===== src/rtl/pc_sequencer.sv =====
// pc_sequencer: registered program-counter sequencer for the multi-core datapath.
// Each non-stalled cycle the shared PC loads either PC+4 or the jump target of one
// requesting core, chosen by fixed-priority (lowest index) or round-robin arbitration.
// A registered one-hot grant tells each core whether its jump was taken.
//
// Optional feature macro: PC_CONFLICT_CNT_EN adds a saturating 16-bit count of
// accepted cycles that had two or more competing requests.
//
// Ports:
//   clk            - sole clock, rising edge
//   reset          - synchronous, active-high
//   stall          - hold PC, accept nothing
//   core_pcs       - packed jump targets, core i at [i*WIDTH +: WIDTH]
//   core_controls  - jump requests, bit i per core
//   pc             - current PC (registered)
//   jump_grant     - one-hot core whose target is now in pc (registered)
//   jump_taken     - OR of jump_grant (registered)
//   conflict_count - conflict counter (PC_CONFLICT_CNT_EN only)
module pc_sequencer #(
  parameter int unsigned     CORES       = 4,
  parameter int unsigned     WIDTH       = 32,
  parameter logic [WIDTH-1:0] RESET_PC   = '0,
  parameter bit              ROUND_ROBIN = 1'b0
) (
  input  logic                   clk,
  input  logic                   reset,
  input  logic                   stall,
  input  logic [CORES*WIDTH-1:0] core_pcs,
  input  logic [CORES-1:0]       core_controls,
  output logic [WIDTH-1:0]       pc,
  output logic [CORES-1:0]       jump_grant,
`ifdef PC_CONFLICT_CNT_EN
  output logic                   jump_taken,
  output logic [15:0]            conflict_count
`else
  output logic                   jump_taken
`endif
);

  localparam int unsigned PW = (CORES > 1) ? $clog2(CORES) : 1;

  logic [WIDTH-1:0] r_pc;
  logic [CORES-1:0] r_grant;
  logic             r_taken;
  logic [PW-1:0]    r_ptr;

  logic [CORES-1:0] w_req;
  logic             w_found;
  logic [PW-1:0]    w_win;
  logic [PW-1:0]    w_ptr_next;
  logic [WIDTH-1:0] w_target;

  // A core granted this cycle is masked so it cannot be re-accepted back to back.
  assign w_req = core_controls & ~r_grant;

  always_comb begin
    w_found = 1'b0;
    w_win   = '0;
    for (int unsigned k = 0; k < CORES; k++) begin
      int unsigned idx;
      idx = ROUND_ROBIN ? ((int'(r_ptr) + k) % CORES) : k;
      if (!w_found && w_req[idx]) begin
        w_found = 1'b1;
        w_win   = PW'(idx);
      end
    end
  end

  assign w_ptr_next = (int'(w_win) == int'(CORES) - 1) ? '0 : w_win + PW'(1);
  assign w_target   = core_pcs[int'(w_win)*WIDTH +: WIDTH];

  always_ff @(posedge clk) begin
    if (reset) begin
      r_pc    <= RESET_PC;
      r_grant <= '0;
      r_taken <= 1'b0;
      r_ptr   <= '0;
    end else if (stall) begin
      r_grant <= '0;
      r_taken <= 1'b0;
    end else if (w_found) begin
      r_pc    <= w_target;
      r_grant <= CORES'(1) << w_win;
      r_taken <= 1'b1;
      if (ROUND_ROBIN) begin
        r_ptr <= w_ptr_next;
      end
    end else begin
      r_pc    <= r_pc + WIDTH'(4);
      r_grant <= '0;
      r_taken <= 1'b0;
    end
  end

`ifdef PC_CONFLICT_CNT_EN
  logic [15:0] r_conflicts;
  logic        w_multi;

  // Clearing the lowest set bit leaves something only if two or more were set.
  assign w_multi = |(w_req & (w_req - CORES'(1)));

  always_ff @(posedge clk) begin
    if (reset) begin
      r_conflicts <= '0;
    end else if (!stall && w_multi && (r_conflicts != 16'hFFFF)) begin
      r_conflicts <= r_conflicts + 16'd1;
    end
  end

  assign conflict_count = r_conflicts;
`endif

  assign pc         = r_pc;
  assign jump_grant = r_grant;
  assign jump_taken = r_taken;

endmodule


===== config.mk =====
export PLATFORM = sky130hd
export DESIGN_NAME = pc_sequencer
export DESIGN_NICKNAME = d
export VERILOG_FILES = /design/src/rtl/pc_sequencer.sv
export SDC_FILE = /design/constraint.sdc
export NUM_CORES = 1
export LEC_CHECK = 0
export ABC_AREA = 1
export CAP_MARGIN = 30
export CORE_MARGIN = 2
export CORE_UTILIZATION = 46
export CTS_CLUSTER_SIZE = 8
export DETAILED_ROUTE_END_ITERATION = 7
export PLACE_DENSITY = 0.95
export SYNTH_ARGS = -nofsm -noshare
export SYNTH_HDL_FRONTEND = slang
export SYNTH_SLANG_ARGS = --single-unit

===== constraint.sdc =====
create_clock -name clk -period 3.6 [get_ports clk]
set_input_delay 0.36 -clock clk [delete_from_list [all_inputs] [get_ports clk]]
set_output_delay 0.36 -clock clk [all_outputs]
set_load 0.03 [all_outputs]

; ---- Yosys cells after proc, flatten, opt, wreduce, memory -nomap -nowiden
; Index checks and enable logic that the tools add are counted.
[op_classes]
n_reduce_logical = 8
n_shift = 2
addsub = 1
div = 0
n_lt_le_gt_ge = 0
n_mul = 0
muxes = 9
bitwise = 3
eq_ne = 0
[op_table]
columns = op, n
row1 = variable part select 128 x 8 -> 32 bit, 1
row2 = adder 32 x 3 -> 32 bit (second input constant), 1
row3 = 2-to-1 mux 32 bit, 1
row4 = 2-to-1 mux 1 bit, 6
row5 = bitwise AND 4 bit, 1
row6 = 2-to-1 mux 2 bit, 2
row7 = inverter 4 bit, 1
row8 = left shift 1 x 2 -> 4 bit (first input constant), 1
row9 = logical AND 1 bit, 3
row10 = logical NOT 1 bit, 3
row11 = OR reduction 3 bit, 1
row12 = OR reduction 2 bit, 1
row13 = inverter 1 bit, 1
[word_totals]
out_inout_bits = 37
latchBits = 0
mem_count = 0
ram_bits = 0
reg_bits = 37
rom_bits = 0

; ---- Longest topological paths before layout
[depth]
ltp_word = 14
mapped_depth = 12

; ---- Least setup slack after synthesis
; Ideal clock, no wire load.
[synth_timing]
kind = register to register
start = reg r_pc[2], in the netlist pc[2]
end = reg r_pc[18], in the netlist pc[18]
arrival_ns = 1.557
stages_incl_launch_ff = 11
path_buffers = 0
slack_ns = 1.924
setup_ns = 0.120
path_cell_list = dfxtp_1 > ha_1 > nand2_1 > nor2_1 > nand2_2 > nor2_4 > nand2_2 > nand2_1 > nand2_1 > a21oi_1 > a21oi_1
[synth_between]
elab_chain_len = 2
[synth_rtl]
columns = item, line_no
row1 = from (decl), 42  ; logic [WIDTH-1:0] r_pc;
row2 = from (signal assigned), 82  ; r_pc <= w_target;
row3 = from (signal assigned), 89  ; r_pc <= r_pc + WIDTH'(4);
row4 = adder 32 x 3 -> 32 bit, 89
row5 = 2-to-1 mux 32 bit, 81  ; end else if (w_found) begin
; Every way passes these cells.
; A chain may end at the register's enable or synchronous reset.

; ---- Worst setup path after layout
[layout_timing]
start = in core_controls[3]
end = reg r_pc[23], in the netlist pc[23]
[layout_between]
elab_chain_len = 5
word_cells_on_any_way = 6
cone_classes = 1 x shift / 3 x mux / 1 x bitwise / 1 x reduce/logical
[layout_rtl]
columns = item, line_no
row1 = from (decl), 29  ; input logic [CORES-1:0] core_controls,
row2 = bitwise AND 4 bit (*), 54  ; assign w_req = core_controls & ~r_grant;
row3 = logical AND 1 bit (*), 62  ; if (!w_found && w_req[idx]) begin
row4 = 2-to-1 mux 2 bit, 62
row5 = variable part select 128 x 8 -> 32 bit, 70  ; assign w_target = core_pcs[int'(w_win)*WIDTH +: WIDTH];
row6 = 2-to-1 mux 32 bit (*), 81
; Every way passes the cells marked *; elsewhere a longest branch is shown, timed or not.

==> metrics <==
largest net degree at the start of global routing=79; worst-path fanout max=78; Total Nets Final=985; buffers from clock root to sink, at most=2; width of the die=94.7 um; CTS resizes=0; remaining number of nets flagged by the antenna check after routing=0; vertical die dimension=94.7 um; number of port buffers=171; Setup Buffers After CTS=0; CTS tree=built; slowest cell on the critical path=sky130_fd_sc_hd__clkdlybuf4s50_1; share of layout cells above drive strength 1=4.71%; total count of max-transition violations in the final report=0; via density per instance=5.20; Iteration-0 DRC Markers=303; total of warnings raised by yosys=0; net count after synthesis=837; total clock buffers created by CTS=5; count of H-tree levels built during CTS=2; data arrival time of the critical path=2.47 ns; EDFF count, synth=0; per-instance average area after synthesis=5.40 sq um; leading register cell type out of synthesis=sky130_fd_sc_hd__dfxtp_1; post-detailed-placement half-perimeter wirelength=10.2 mm; final clock skew=0.0102 ns; cell count after synthesis=701; cts-stage hold buffer count=0; root buffer selected by CTS=sky130_fd_sc_hd__clkbuf_8; critical path startpoint category=input pin; post-synth cell types=35; sum of buffers and inverters on the critical path=2; max cap viols=0; area of the core=8090 sq um; Die Outline Area=8970 sq um; overflow left after global routing=0; min Tclk post-route=2.27 ns; vias in the first global route=4,698; internal power=950 uW; Design Power=1500 uW; Synth async-reset ratio=0%; post-route fraction of the period consumed by the critical path=63.0%; synthesized area=3780 sq um; number of clock sinks=37; slew margin rel.=47.0%; relative contribution of sequential cells to total power=33.0%; static leakage=0.00249 uW; I/O pin total=172; post-synthesis to final-layout area growth=47.7%; Initial Util=46.8%; Hold/Removal Path Class=reg -> reg; number of standard cells in the layout, taps in and fillers out=955; sequential cell area fraction in the yosys report=19.6%; PD cells=269 nW/um^2; antenna diode count=0; cells along the critical path=clkdlybuf4s50_1, inv_2, nor2_4, nand2_4, nand2_4, nand2_4, o21ai_0, nand3_1, nand2_1, nor2_1; drt total wl=13.0 mm; switching power share of the total=36.8%; aggregate global-route resource usage=29.2%; net load switching power=554 uW; unrepaired setup endpoints after global routing=false; number of cells in the design after placement=947; maximum vdd ir drop=188 uV; setup_tns=0 ns; most numerous cell on the critical path=sky130_fd_sc_hd__nand2_4; number of remaining DRC errors=0; required time of the critical path=3.80 ns; Pre-antenna DRT Iters=5; number of antenna violations at the first check in global routing=0; register clock-pin slew on the reported worst setup and hold paths=0.08 ns; final hold violations=0; status=completed; part of the total power dissipated in the clock network=25.4%; cell class contributing the biggest share of worst-path delay=simple AND/OR/NAND/NOR gates; post-synthesis register bit count=37; slew at the pin closest to its max-slew limit=0.789 ns; achievable clock frequency=441 MHz; insertion delay of the later-clocked pin in the worst-skew pair=0.30 ns; delay contributed by the slowest stage of the critical path=0.49 ns; worst setup path category=in -> reg; first-pass GRT wire length=20.8 mm; setup violation total in the final timing report=0; overall via count from detail_route=4,967; CP Capture Type=flop; final estimated routing congestion in global placement=0.966; fraction of power consumed by combinational cells=41.6%; average wire per cell in the routed design=13.6 um; placement row count=33
layer usage:
metal | global-route usage, % | part of all wire (%)
met1 | 34.0 | 39
met2 | 52.3 | 48
met3 | 6.23 | 9.3
met4 | 10.5 | 3.2
met5 | 0 | 0
power by group through the flow:
stage | sequential, uW | combinational (uW) | clock [uW]
2_1_floorplan | 556 | 292 | 0
3_3_place_gp | 503 | 613 | 0
3_5_place_dp | 504 | 623 | 0
4_1_cts | 494 | 626 | 380
5_1_grt | 501 | 688 | 402
6_report | 496 | 626 | 382
state kept, by name, summed over array words and instances, names as in the netlist:
register    count
jump_taken      1
pc             32
jump_grant      4
synth_stat cells (2+ instances only):
master,number,area (sq um)
sky130_fd_sc_hd__a21oi_1,46,230
sky130_fd_sc_hd__buf_2,14,70.1
sky130_fd_sc_hd__buf_4,5,37.5
sky130_fd_sc_hd__buf_6,3,33.8
sky130_fd_sc_hd__clkbuf_1,12,45.0
sky130_fd_sc_hd__dfxtp_1,37,741
sky130_fd_sc_hd__inv_1,85,319
sky130_fd_sc_hd__inv_2,3,11.3
sky130_fd_sc_hd__nand2_1,230,863
sky130_fd_sc_hd__nand2_2,6,37.5
sky130_fd_sc_hd__nand2_4,5,56.3
sky130_fd_sc_hd__nand3_1,95,475
sky130_fd_sc_hd__nand3b_1,18,135
sky130_fd_sc_hd__nor2_1,73,274
sky130_fd_sc_hd__nor2_2,4,25.0
sky130_fd_sc_hd__nor2_4,3,33.8
sky130_fd_sc_hd__o21ai_0,26,130
sky130_fd_sc_hd__o21ai_1,11,55.1
sky130_fd_sc_hd__or2_2,2,12.5
sky130_fd_sc_hd__xnor2_1,2,17.5
sky130_fd_sc_hd__xor2_1,7,61.3
layout make-up:
type / count / area (sq um)
Clock buffer: 5 / 68.8
Multi-Input combinational cell: 540 / 2520
Fill cell: 739 / 2500
Clock inverter: 3 / 46.3
Sequential cell: 37 / 741
Tap cell: 105 / 131
Inverter: 89 / 334
Timing Repair Buffer: 176 / 1750
cell usage in the layout, fill, tap and decap left out, drive strengths merged, types with 2 or more instances in the layout:
cell type and instances:
nor2 80, dfxtp 37, buf 5, a21oi 46, or2 2, nand2 241
inv 88, nand3 96, clkinv 2, xor2 7, clkdlybuf4s50 171, o21ai 37
nor3 2, xnor2 2, o21bai 2, nand3b 18, clkbuf 5
worst reg2reg max path: cells and delay by family, from the launching register on:
family	cells	cell delay [ns]
DFF	1	0.36
AOI/OAI and AO/OA	1	0.38
and+or+nand+nor	7	1.23
per-stage QoR:
stage / hold slack, ns / utilization, % / cell area [sq um] / setup slack (ns)
after floorplan: 0.568 / - / 3780 / 1.92
after global placement: 0.550 / 67.6 / 5470 / 1.12
after detailed placement: 0.570 / 67.6 / 5470 / 1.05
after CTS: 0.583 / 69.1 / 5590 / 1.37
after global routing: 0.655 / 69.1 / 5590 / 1.14
final: 0.583 / 69.1 / 5590 / 1.33
path summary, 6_finish.rpt:
check                        start      to  slack [ns]  cells after the start
setup / recovery  core_controls[3]  pc[23]        1.33                     10
hold / removal               pc[0]   pc[0]        0.58                      4
setup reg to reg     jump_grant[3]  pc[23]        1.52                      8
hold reg to reg              pc[0]   pc[0]        0.58                      4
kinds of logic (layout without fill, tap and decap cells):
| logic type | count (synthesis) | after routing | synth area share (%) |
|---|---|---|---|
| and+or+nand+nor | 440 | 440 | 51.4 |
| AOI/OAI and AO/OA | 90 | 90 | 12.8 |
| DFF | 37 | 37 | 19.6 |
| xor gates and xnor gates | 9 | 9 | 2.08 |
| buffers and inverters | 124 | 273 | 13.9 |
| adders and majority gates | 1 | 1 | 0.331 |
(Power assumes the default switching activity.)
